**src/rtl/spi_slave_bus_bridge.sv**
```systemverilog
// SPI-slave (mode 0, oversampled in sys_clk) to register-bus bridge: R/W, address, dummy, data frames.
// Optional auto-increment burst mode is enabled by defining SPI_BRIDGE_BURST_EN.
module spi_slave_bus_bridge #(
  parameter int ADDR_W       = 7,
  parameter int DATA_W       = 16,
  parameter int DUMMY_CYCLES = 10,
  parameter int READ_LATENCY = 1
) (
  input  logic              sys_clk,
  input  logic              rst,
  input  logic              spi_clk,
  input  logic              spi_cs_n,
  input  logic              spi_mosi,
  output logic              spi_miso,
  output logic [ADDR_W-1:0] bus_addr,
  output logic [DATA_W-1:0] bus_wdata,
  output logic              bus_we,
  output logic              bus_re,
  input  logic [DATA_W-1:0] bus_rdata,
  output logic              busy,
  output logic              frame_err
);

  localparam int CNT_MAX = (ADDR_W > DATA_W) ?
                           ((ADDR_W > DUMMY_CYCLES) ? ADDR_W : DUMMY_CYCLES) :
                           ((DATA_W > DUMMY_CYCLES) ? DATA_W : DUMMY_CYCLES);
  localparam int CNT_W   = $clog2(CNT_MAX + 1);
  localparam int LAT_W   = $clog2(READ_LATENCY + 1);

  typedef enum logic [2:0] {
    IDLE  = 3'd0,
    CMD   = 3'd1,
    ADDR  = 3'd2,
    DUMMY = 3'd3,
    DATA  = 3'd4
  } state_t;

  state_t              state_r;
  logic [2:0]          sck_sync_r;
  logic [2:0]          cs_sync_r;
  logic [1:0]          mosi_sync_r;
  logic                sck_rise_s;
  logic                cs_fall_s;
  logic                cs_rise_s;
  logic                mosi_s;
  logic                is_read_r;
  logic [CNT_W-1:0]    bit_cnt_r;
  logic [ADDR_W-1:0]   addr_shift_r;
  logic [DATA_W-1:0]   rx_shift_r;
  logic [DATA_W-1:0]   tx_shift_r;
  logic [LAT_W-1:0]    lat_cnt_r;
  logic                re_pend_r;
  logic                we_pend_r;
  logic                word_done_r;
`ifdef SPI_BRIDGE_BURST_EN
  logic [DATA_W-1:0]   prefetch_r;
  logic                pf_pend_r;
  logic                rd_to_pf_r;
  logic                inc_pend_r;
`endif

  // Edges come from stages 2/3 so each pin sees two metastability-settling flops first.
  assign sck_rise_s = sck_sync_r[1] & ~sck_sync_r[2];
  assign cs_fall_s  = ~cs_sync_r[1] & cs_sync_r[2];
  assign cs_rise_s  = cs_sync_r[1] & ~cs_sync_r[2];
  assign mosi_s     = mosi_sync_r[1];

  // Pin synchronisers.
  always_ff @(posedge sys_clk or posedge rst) begin
    if (rst) begin
      sck_sync_r  <= 3'b000;
      cs_sync_r   <= 3'b000;
      mosi_sync_r <= 2'b00;
    end else begin
      sck_sync_r  <= {sck_sync_r[1:0], spi_clk};
      cs_sync_r   <= {cs_sync_r[1:0], spi_cs_n};
      mosi_sync_r <= {mosi_sync_r[0], spi_mosi};
    end
  end

  // Frame decoder, bus strobes and read-data shifter.
  always_ff @(posedge sys_clk or posedge rst) begin
    if (rst) begin
      state_r      <= IDLE;
      is_read_r    <= 1'b0;
      bit_cnt_r    <= {CNT_W{1'b0}};
      addr_shift_r <= {ADDR_W{1'b0}};
      rx_shift_r   <= {DATA_W{1'b0}};
      tx_shift_r   <= {DATA_W{1'b0}};
      lat_cnt_r    <= {LAT_W{1'b0}};
      re_pend_r    <= 1'b0;
      we_pend_r    <= 1'b0;
      word_done_r  <= 1'b0;
      spi_miso     <= 1'b0;
      bus_addr     <= {ADDR_W{1'b0}};
      bus_wdata    <= {DATA_W{1'b0}};
      bus_we       <= 1'b0;
      bus_re       <= 1'b0;
      busy         <= 1'b0;
      frame_err    <= 1'b0;
`ifdef SPI_BRIDGE_BURST_EN
      prefetch_r   <= {DATA_W{1'b0}};
      pf_pend_r    <= 1'b0;
      rd_to_pf_r   <= 1'b0;
      inc_pend_r   <= 1'b0;
`endif
    end else begin
      bus_we    <= 1'b0;
      bus_re    <= 1'b0;
      frame_err <= 1'b0;

      if (we_pend_r) begin
        bus_we    <= 1'b1;
        bus_wdata <= rx_shift_r;
        we_pend_r <= 1'b0;
`ifdef SPI_BRIDGE_BURST_EN
        inc_pend_r <= 1'b1;
`endif
      end

      if (re_pend_r) begin
        bus_re    <= 1'b1;
        re_pend_r <= 1'b0;
      end

`ifdef SPI_BRIDGE_BURST_EN
      // Address moves on only after the write strobe has used it.
      if (inc_pend_r) begin
        bus_addr   <= bus_addr + ADDR_W'(1);
        inc_pend_r <= 1'b0;
      end
      if (pf_pend_r) begin
        bus_re     <= 1'b1;
        bus_addr   <= bus_addr + ADDR_W'(1);
        rd_to_pf_r <= 1'b1;
        pf_pend_r  <= 1'b0;
      end
`endif

      if (bus_re) begin
        lat_cnt_r <= LAT_W'(READ_LATENCY);
      end else if (lat_cnt_r != {LAT_W{1'b0}}) begin
        lat_cnt_r <= lat_cnt_r - LAT_W'(1);
      end

      if (lat_cnt_r == LAT_W'(1)) begin
`ifdef SPI_BRIDGE_BURST_EN
        if (rd_to_pf_r) begin
          prefetch_r <= bus_rdata;
        end else begin
          tx_shift_r <= bus_rdata;
          spi_miso   <= bus_rdata[DATA_W-1];
          pf_pend_r  <= 1'b1;
        end
`else
        tx_shift_r <= bus_rdata;
        spi_miso   <= bus_rdata[DATA_W-1];
`endif
      end

      if (cs_rise_s) begin
        if ((state_r != IDLE) && !word_done_r) begin
          frame_err <= 1'b1;
        end
        state_r     <= IDLE;
        busy        <= 1'b0;
        word_done_r <= 1'b0;
        bit_cnt_r   <= {CNT_W{1'b0}};
        tx_shift_r  <= {DATA_W{1'b0}};
        spi_miso    <= 1'b0;
        re_pend_r   <= 1'b0;
`ifdef SPI_BRIDGE_BURST_EN
        pf_pend_r   <= 1'b0;
`endif
      end else begin
        case (state_r)
          IDLE: begin
            if (cs_fall_s) begin
              state_r     <= CMD;
              busy        <= 1'b1;
              bit_cnt_r   <= {CNT_W{1'b0}};
              word_done_r <= 1'b0;
            end
          end
          CMD: begin
            if (sck_rise_s) begin
              is_read_r <= mosi_s;
              bit_cnt_r <= {CNT_W{1'b0}};
              state_r   <= ADDR;
            end
          end
          ADDR: begin
            if (sck_rise_s) begin
              addr_shift_r <= {addr_shift_r[ADDR_W-2:0], mosi_s};
              if (bit_cnt_r == CNT_W'(ADDR_W - 1)) begin
                bus_addr  <= {addr_shift_r[ADDR_W-2:0], mosi_s};
                re_pend_r <= is_read_r;
                bit_cnt_r <= {CNT_W{1'b0}};
                state_r   <= DUMMY;
`ifdef SPI_BRIDGE_BURST_EN
                rd_to_pf_r <= 1'b0;
`endif
              end else begin
                bit_cnt_r <= bit_cnt_r + CNT_W'(1);
              end
            end
          end
          DUMMY: begin
            if (sck_rise_s) begin
              if (bit_cnt_r == CNT_W'(DUMMY_CYCLES - 1)) begin
                bit_cnt_r <= {CNT_W{1'b0}};
                state_r   <= DATA;
              end else begin
                bit_cnt_r <= bit_cnt_r + CNT_W'(1);
              end
            end
          end
          DATA: begin
            if (sck_rise_s) begin
`ifdef SPI_BRIDGE_BURST_EN
              rx_shift_r <= {rx_shift_r[DATA_W-2:0], mosi_s};
              // First rise of a follow-on word swaps in the prefetched word instead of shifting.
              if (bit_cnt_r == {CNT_W{1'b0}}) begin
                if (word_done_r && is_read_r) begin
                  tx_shift_r <= prefetch_r;
                  spi_miso   <= prefetch_r[DATA_W-1];
                  pf_pend_r  <= 1'b1;
                end
              end else begin
                tx_shift_r <= tx_shift_r << 1;
                spi_miso   <= tx_shift_r[DATA_W-2];
              end
              if (bit_cnt_r == CNT_W'(DATA_W - 1)) begin
                word_done_r <= 1'b1;
                we_pend_r   <= ~is_read_r;
                bit_cnt_r   <= {CNT_W{1'b0}};
              end else begin
                bit_cnt_r <= bit_cnt_r + CNT_W'(1);
              end
`else
              // Bits beyond the first word are swallowed silently.
              if (word_done_r) begin
                tx_shift_r <= {DATA_W{1'b0}};
                spi_miso   <= 1'b0;
              end else begin
                rx_shift_r <= {rx_shift_r[DATA_W-2:0], mosi_s};
                if (bit_cnt_r != {CNT_W{1'b0}}) begin
                  tx_shift_r <= tx_shift_r << 1;
                  spi_miso   <= tx_shift_r[DATA_W-2];
                end
                if (bit_cnt_r == CNT_W'(DATA_W - 1)) begin
                  word_done_r <= 1'b1;
                  we_pend_r   <= ~is_read_r;
                  bit_cnt_r   <= {CNT_W{1'b0}};
                end else begin
                  bit_cnt_r <= bit_cnt_r + CNT_W'(1);
                end
              end
`endif
            end
          end
          default: begin
            state_r <= IDLE;
            busy    <= 1'b0;
          end
        endcase
      end
    end
  end

endmodule

```
**config.mk**
```make
export PLATFORM = sky130hd
export DESIGN_NAME = spi_slave_bus_bridge
export DESIGN_NICKNAME = d
export VERILOG_FILES = /design/src/rtl/spi_slave_bus_bridge.sv
export SDC_FILE = /design/constraint.sdc
export NUM_CORES = 1
export LEC_CHECK = 0
export CAP_MARGIN = 20
export CORE_MARGIN = 2
export CORE_UTILIZATION = 50
export DETAILED_ROUTE_END_ITERATION = 6
export GPL_TIMING_DRIVEN = 0
export PLACE_DENSITY = 0.74
export RECOVER_POWER = 25
export REMOVE_ABC_BUFFERS = 1
export SYNTH_ARGS = -nofsm -noshare
export SYNTH_HDL_FRONTEND = slang
export SYNTH_SLANG_ARGS = --single-unit
export TNS_END_PERCENT = 100
```
**constraint.sdc**
```tcl
create_clock -name sys_clk -period 4.6 [get_ports sys_clk]
set_input_delay 0.92 -clock sys_clk [delete_from_list [all_inputs] [get_ports sys_clk]]
set_output_delay 0.92 -clock sys_clk [all_outputs]
set_load 0.01 [all_outputs]
```
==> impl_metrics.tcl <==
set metrics [dict create \
    status "completed" \
    synth_cell_types 44 \
    synthSimpleGateAreaFrac_pct 10.1 \
    clock_sink_count 86 \
    setup-tns-final_ps 0 \
    numCtsBuffers 9 \
    synth-compound-area-share_pct 7.46 \
    layout-drive-gt1-share_pct 22.4 \
    crit_path_max_incr_delay_ps 620 \
    main_combinational_cell_family_by_area_after_synthesis "multiplexers" \
    startpoint_type "register" \
    slowest_stage_cell_crit_path "sky130_fd_sc_hd__nor3_4" \
    tritoncts "done" \
    mappedNetlistArea_sq_um 3650 \
    drt_pass1_iterations 4 \
    endpoint_kind "register" \
    grt_antenna_before_repair 0 \
    cp_cell_sequence "nor3b_2, nand2_1, nor3_4, mux2_2" \
    final_instance_area_sq_um 4450 \
    tmin_final_ps 2360 \
    syn_area_per_cell_sq_um 12.9 \
    synthCells 283 \
    power_report.internal_total_w 0.00119 \
    slew_violations 0 \
    maxSlewHeadroom_pct 16.6 \
    power.combinational.fraction_pct 11.3 \
    required_ps 4840 \
    grt.overflow.total 0 \
    clock_latency_ps 350 \
    crit_type "reg2reg" \
    switching_share_pct 26.2 \
    share_seq_of_total_power_pct 51.7 \
    max_slew.worst_pin.slew_ps 1240 \
    path_clk_slew_ps 90 \
    io_pins 49 \
    max_freq_ghz 0.423 \
    post_cts_resize_count 0 \
    grt_first_pass_wirelength_microns 10300 \
    htreeDepth 3 \
    cts_post_setup_buffers_inserted 0 \
    rsz0062_at_grt "false" \
    final.fill_count 559 \
    mostFrequentLayoutCell "sky130_fd_sc_hd__dfrtp_1" \
    synth_edf_count 0 \
    clockRootBuffer "sky130_fd_sc_hd__clkbuf_8" \
    layout-area-overhead-vs-synth_pct 21.8 \
    synth_xor_xnor_area_share_pct 0 \
    dpl_worst_slack_ps 2230 \
    net-switching-power_w 0.000422 \
    place_hpwl_microns 4200 \
    postPlaceCellArea_sq_um 4230 \
    clock_tree_skew_after_final_layout_ps 12.5 \
    layout.cells.most_common_list "sky130_fd_sc_hd__dfrtp_1 (86), sky130_fd_sc_hd__mux2_2 (48), sky130_fd_sc_hd__clkdlybuf4s50_1 (44), sky130_fd_sc_hd__nand2_1 (24), sky130_fd_sc_hd__o21ai_0 (15)" \
    synth.yosys.seq_area_share_pct 58.9 \
    drc 0 \
    cts-hold-fix-buffers 0 \
    via_count 2299 \
    largest_vdd_supply_drop_uv 165 \
    power_frac_clock_pct 36.9 \
    grt_start_max_net_pins 62 \
    max_cap_viol_count 0 \
    postSynth.asyncResetShare_pct 100 \
    setup-violations-final 0 \
    synth-adder-area-share_pct 2.40 \
    initial_core_util_pct 50.9 \
    cp_data_arrival_time_ps 2600 \
    hold_path_class "reg2reg" \
    globalRouteTotalUtil_pct 16.8 \
    average_via_count_per_standard_cell 5.30 \
    p_per_area_nw_per_um2 362 \
    routed_wl_microns 6190 \
    cts.path.max_buffers 2 \
    count_of_endpoints_failing_hold_in_the_final_timing_report 0 \
    buffer_ports.inserted 48 \
    ys_ff_latch 86 \
    synth.yosys.warnings 0 \
    detailedRoute.firstIterationViolations 82 \
    final_antenna_net_count 0 \
    fp.dieW_microns 89.5 \
    first_global_vias 2346 \
    diodes 0 \
    wl_per_cell_microns 14.3 \
    min_period_over_period_pct 51.4 \
    row_count 31 \
    ys_dominant_reg_cell "sky130_fd_sc_hd__dfrtp_1" \
    core_area_sq_um 7180 \
    worst_slack_ps 2240 \
    leakage_nw 2.01 \
    dieArea_sq_um 8010 \
    critical_path_peak_fanout 17 \
    layout.nets 358 \
    floorplan.die.height_microns 89.5 \
    synth.area.mux_share_pct 18.6 \
    routabilityCongestion 0.827 \
]
==> cells by family after synthesis <==
kind of cell | count (synthesis)
flops | 86
fa+ha+maj | 7
compound gates | 40
simple gates | 67
buf+inv | 21
mux | 62
==> worst max-delay path, delay by kind of cell (launching register included) <==
family	cells	cell delay (ps)
muxes	1	410
DFF	1	570
and+or+nand+nor	3	1270
==> registers in the layout (all words and copies together) (netlist names) <==
register and flops:
is_read_r 1, tx_shift_r 15, addr_shift_r 6, bus_we 1, sck_sync_r 3, frame_err 1
bit_cnt_r 5, we_pend_r 1, cs_sync_r 3, state_r 3, re_pend_r 1, bus_wdata 16
bus_addr 7, lat_cnt_r 1, mosi_sync_r 2, busy 1, word_done_r 1, bus_re 1
rx_shift_r 16, spi_miso 1
==> cells in the mapped netlist, drive strengths merged (3+ instances only) <==
cell     n  area [sq um]
and2     3          18.8
nor2    12          45.0
o31ai    3          22.5
o21ai   19          95.1
nand3    6          35.0
nand2   24          90.1
ha       7          87.6
nand2b   5          31.3
nor3     4          31.3
mux2    48           541
a21oi    3          15.0
inv      8          30.0
dfrtp   86          2150
mux2i   14           140
a31oi    4          40.0
a22oi    3          22.5
buf      8          42.5
clkbuf   5          18.8
==> power groups by stage <==
stage | Combinational, W | Sequential, W | Clock (W)
after detailed placement | 0.000184 | 0.000846 | 0
final | 0.000183 | 0.000833 | 0.000595
after global placement | 0.000175 | 0.000843 | 0
after floorplan | 0.000123 | 0.000836 | 0
after CTS | 0.000185 | 0.000832 | 0.000610
after global routing | 0.000204 | 0.000838 | 0.000643
==> cell type report <==
type	instances	area, sq um	share of cell area, %
Timing Repair Buffer	49	508	11.4
Clock buffer	9	124	2.78
Sequential cell	86	2150	48.3
Tap cell	99	124	2.78
Inverter	8	31.3	0.702
Multi-Input combinational cell	176	1410	31.7
Clock inverter	7	103	2.30
==> worst paths after layout <==
check | startpoint | to | slack, ps | cells after the start
worst max register to register | state_r[2] | rx_shift_r[3] | 2240 | 4
worst min-delay path | sck_sync_r[0] | sck_sync_r[1] | 350 | 0
min in group asynchronous | rst | tx_shift_r[10] | 1280 | 2
max in group asynchronous | rst | sck_sync_r[2] | 2520 | 3
worst max-delay path | state_r[2] | rx_shift_r[3] | 2240 | 4
worst min register to register | sck_sync_r[0] | sck_sync_r[1] | 350 | 0
==> metrics by stage <==
step	utilization [%]	hold slack [ps]	instances	total power, W
3_5_place_dp	58.9	337	418	0.00103
4_1_cts	62.1	355	434	0.00163
2_1_floorplan	-	331	270	0.000959
3_3_place_gp	58.5	334	417	0.00102
6_report	62.1	353	434	0.00161
5_1_grt	62.1	363	434	0.00169
==> metal layers <==
layer  up-vias  GRT usage, %  share of wire [%]
met3         9          3.97                4.9
met2        52          25.9                 46
li1       1093             -                  -
met1      1145          22.5                 48
met5         -             0                  0
met4         0          7.87                1.5
Power figures use the tool's default switching activity.
